## config.mk

```make
export PLATFORM = sky130hd
export DESIGN_NAME = n_alu
export DESIGN_NICKNAME = d
export VERILOG_FILES = /design/src/rtl/n_alu.sv
export SDC_FILE = /design/constraint.sdc
export NUM_CORES = 1
export LEC_CHECK = 0
export BUFFER_PORTS_ARGS = -buffer_cell sky130_fd_sc_hd__buf_2
export CELL_PAD_IN_SITES_DETAIL_PLACEMENT = 1
export CELL_PAD_IN_SITES_GLOBAL_PLACEMENT = 1
export CORE_AREA = 2 2 145 203
export DETAILED_ROUTE_END_ITERATION = 12
export DIE_AREA = 0 0 147 205
export PLACE_DENSITY = 0.85
export SYNTH_ARGS = -nofsm -noshare
export SYNTH_HDL_FRONTEND = slang
export SYNTH_SLANG_ARGS = --single-unit
```

## constraint.sdc

```tcl
create_clock -name clk -period 5.7 [get_ports clk]
set_input_delay 0.285 -clock clk [delete_from_list [all_inputs] [get_ports clk]]
set_output_delay 0.285 -clock clk [all_outputs]
set_load 0.05 [all_outputs]
```

## src/rtl/n_alu.sv

```systemverilog
// n_alu: registered N-bit integer ALU (shift/add/sub/logic, optional multiply).
// Outputs update one clock after the operands are sampled.
// Optional feature macro: NALU_MUL_EN adds a full-width unsigned multiply on op 1000.
module n_alu #(
    parameter int unsigned N = 32
) (
    input  logic         clk,
    input  logic         rst,
    input  logic [3:0]   op,
    input  logic [N-1:0] nA,
    input  logic [N-1:0] nB,
    output logic [N-1:0] result,
    output logic [N-1:0] resmult,
    output logic         Z,
    output logic         Co
);

    localparam int unsigned SH_W = $clog2(N);

    localparam logic [3:0] OP_SHL  = 4'b0000;
    localparam logic [3:0] OP_SHRL = 4'b0001;
    localparam logic [3:0] OP_ADD  = 4'b0010;
    localparam logic [3:0] OP_SHRA = 4'b0011;
    localparam logic [3:0] OP_AND  = 4'b0100;
    localparam logic [3:0] OP_OR   = 4'b0101;
    localparam logic [3:0] OP_SUB  = 4'b0110;
    localparam logic [3:0] OP_XOR  = 4'b0111;
`ifdef NALU_MUL_EN
    localparam logic [3:0] OP_MUL  = 4'b1000;
`endif

    logic [SH_W-1:0] sh;
    logic [N:0]      sum_c;
    logic [N:0]      diff_c;
    logic [N-1:0]    res_c;
    logic [N-1:0]    hi_c;
    logic            co_c;
    logic            z_c;
`ifdef NALU_MUL_EN
    logic [2*N-1:0]  prod_c;
`endif

    // Shift amount takes only the low log2(N) bits of nB.
    assign sh = nB[SH_W-1:0];

    // Carry-extended adder and no-borrow subtractor (nA + ~nB + 1).
    assign sum_c  = {1'b0, nA} + {1'b0, nB};
    assign diff_c = {1'b0, nA} + {1'b0, ~nB} + (N+1)'(1);

`ifdef NALU_MUL_EN
    // Full 2N-bit unsigned product.
    assign prod_c = (2*N)'(nA) * (2*N)'(nB);
`endif

    // Next-value selection by opcode; undefined opcodes leave everything zero.
    always_comb begin
        res_c = '0;
        hi_c  = '0;
        co_c  = 1'b0;
        unique case (op)
            OP_SHL:  res_c = nA << sh;
            OP_SHRL: res_c = nA >> sh;
            OP_SHRA: res_c = N'($signed(nA) >>> sh);
            OP_ADD: begin
                res_c = sum_c[N-1:0];
                co_c  = sum_c[N];
            end
            OP_SUB: begin
                res_c = diff_c[N-1:0];
                co_c  = diff_c[N];
            end
            OP_AND:  res_c = nA & nB;
            OP_OR:   res_c = nA | nB;
            OP_XOR:  res_c = nA ^ nB;
`ifdef NALU_MUL_EN
            OP_MUL: begin
                res_c = prod_c[N-1:0];
                hi_c  = prod_c[2*N-1:N];
            end
`endif
            default: begin
                res_c = '0;
                hi_c  = '0;
                co_c  = 1'b0;
            end
        endcase
        z_c = ({hi_c, res_c} == '0);
    end

    // Output register with synchronous reset overriding any op.
    always_ff @(posedge clk) begin
        if (rst) begin
            result  <= '0;
            resmult <= '0;
            Z       <= 1'b1;
            Co      <= 1'b0;
        end else begin
            result  <= res_c;
            resmult <= hi_c;
            Z       <= z_c;
            Co      <= co_c;
        end
    end

endmodule

```

==> flow_summary.yaml <==
run_status:
  status: "complete, no violations"
timing:
  setup_viol: 0
  relSlewSlack_pct: 16.42
  rsz0062_at_grt: "no"
  slew_viol_final: 0
  tightestPinTransition_ns: 1.251
  final-hold-violation-count: 0
  fmax_ghz: 0.2121
  period_needed_ns: 4.714
  fin_tns_setup_ns: 0
  fin_crit_sh_pct: 82.70
drt:
  ant_nets: 0
  num_vias: 14345
  wl_met2_um: 27780
  wl_met3_um: 5603
  remaining_drc_errors: 0
  drt-total-wl_um: 61080
  routed.top_layer: "met4"
  met1_length_um: 22020
  drt_iter0_markers: 1741
  routedWlPerCell_um: 30.25
  avgViaCountPerCell: 7.105
  drt_pre_antenna_iters: 6
floorplanning:
  die-height_um: 205
  ios: 136
  fp-row-count: 73
  start_util_pct: 39.36
  dieArea_um2: 30140
  core_area_um2: 28310
  die_w_um: 147
layout:
  layout.nets: 1822
  final_util_pct: 42.70
  drive_above_1_share_pct: 14.54
  syn2layout_area_growth_pct: 8.464
  fillCellCount: 3697
  antenna_cells: 0
clocking:
  cts_hold_buf: 0
  cts_resized: 0
  clockBufferDepth: 2
  cts_made_buffers: 5
  cts_setup_buffers: 0
  tritoncts: "yes"
  clk_pin_slew_ns: 0.05
  htree_levels: 2
  root_buffer: "clkbuf_16"
  cts_sinks: 34
yosys:
  synth-async-reset-ratio_pct: 0
  syn_area_um2: 11150
  synth_cells: 1604
  synth_edf_count: 0
  synth_top_area_share_pct: 12.01
  synthFlopType: "dfxtp_1"
  synth-seq-cells: 34
  synth_area_leaders: "ha_1, mux2i_1, dfxtp_1"
  yosysUniqueCellTypes: 85
  synth_top_cell_by_area: "ha_1"
  ys_seq_area_share_pct: 6.107
  avgSynthCellArea_um2: 6.949
  yosysWarnings: 0
power:
  leakage_nw: 5.288
  cellPowerDensity_nw_per_um2: 159.2
  vdd_drop_max_uv: 73.72
global_routing:
  grt_usage_pct: 39.12
  antenna_found_initial: 0
  grt_pass1_wl_um: 89760
  grt_max_degree: 38
  gr-total-overflow: 0
  grt_pass1_vias: 14379
critical_path:
  cp_max_fo: 32
  cp-end-kind: "flip-flop"
  critPathLaunchType: "primary input"
  worstSetupPathType: "primary input to flip-flop"
  cp.arrival_ns: 4.93
  cp.required_ns: 5.92
flow_run:
  maxCapViolCount: 0
place:
  hpwl_um: 48120
  port_buffers: 103
  gp_congestion: 1.081
min_path:
  hold_path.class: "primary input to flip-flop"
==> path summary, 6_finish.rpt <==
path  cells after the start   from              endpoint  slack [ns]
min                       2    rst  result[3]$_SDFF_PP0_        0.52
max                      15  nB[0]          Z$_SDFF_PP1_        0.99
==> metal layers <==
metal / up-vias / GRT usage [%]
li1: 5979 / -
met2: 1060 / 65.21
met5: - / 0
met3: 364 / 5.724
met1: 6942 / 45.12
met4: 0 / 30.01
==> cells in the mapped netlist, types with 12 or more instances <==
library cell	count
a211oi_1	24
a21o_1	22
a21oi_1	117
a221oi_1	12
a22oi_1	25
a31oi_1	21
buf_1	12
buf_2	15
buf_4	32
clkbuf_1	86
dfxtp_1	34
ha_1	107
inv_1	95
mux2_2	19
mux2i_1	84
mux4_2	25
nand2_1	164
nand2b_1	19
nand3_1	43
nand4_1	15
nor2_1	153
nor2b_1	28
nor3_1	34
nor4_1	15
o2111ai_1	12
o211ai_1	32
o21ai_0	100
o22ai_1	19
o31ai_1	17
==> area by class of cell <==
cell class	count	area, µm²	share of cell area (%)
clock buffers	5	125.1	1.035
clock inverters	3	68.82	0.5692
inverters	99	371.6	3.074
multi-input cells	1354	9510	78.67
flip-flops and latches	34	680.7	5.630
well taps	375	469.2	3.881
repair buffers	149	863.3	7.141
==> report_power, final <==
part,switching [W],total (W),internal (W)
sequential,0.00000429,0.000263,0.000259
clock,0.000100,0.000351,0.000251
combinational,0.000918,0.00131,0.000392
==> state kept, by name, indices dropped and copies added, names as in the netlist <==
register / flops
Co: 1
result: 32
Z: 1
==> cells in the final DEF, fill, tap and decap left out, drive strengths merged, types with 9 or more instances in the layout <==
cell type and count:
a211oi 24, a21o 22, a21oi 117, a221oi 13, a22oi 25, a31oi 21
a32oi 9, and2 10, buf 149, conb 32, dfxtp 34, ha 107
inv 97, mux2 23, mux2i 84, mux4 25, nand2 165, nand2b 19
nand3 43, nand4 15, nor2 153, nor2b 29, nor3 34, nor4 16
o2111ai 12, o211ai 32, o21a 9, o21ai 100, o221ai 11, o22ai 19
o311ai 11, o31ai 17, xnor2 10
==> cell families (layout without fill, tap and decap cells) <==
group | Yosys count | in the layout | share of synthesized area [%]
AO/OA/AOI/OAI | 532 | 532 | 32.81
XOR/XNOR | 11 | 11 | 0.8644
adder cells (fa/ha/maj) | 109 | 109 | 12.37
buffers and inverters | 247 | 256 | 9.766
flip-flops | 34 | 34 | 6.107
multiplexers | 132 | 132 | 15.05
other | 1 | 32 | 0.03365
AND/OR/NAND/NOR | 538 | 538 | 22.99
==> worst max-delay path, stage by stage <==
cell,delay (ns)
buf_4,0.38
ha_1,0.31
inv_1,0.08
fa_1,0.45
nor2b_1,0.29
o31a_1,0.21
o21ai_0,0.20
o211a_1,0.34
o21ai_0,0.55
a21oi_1,0.25
o41ai_1,0.62
o2111ai_1,0.18
a32oi_1,0.37
and3_1,0.23
a41o_1,0.17
==> metrics by stage <==
stage	instances	cell area [µm²]	hold WS (ns)	total power, W	setup slack, ns
global placement	2011	11900	0.7527	0.001497	1.157
CTS	2019	12090	0.5110	0.001878	1.182
global route	2019	12090	0.5674	0.001996	0.6921
floorplan	1635	11260	0.3566	0.001117	1.139
detailed placement	2011	11900	0.7539	0.001520	0.9397
finish	2019	12090	0.5186	0.001925	0.9859
Note: power is estimated with default switching activity, not from simulation.
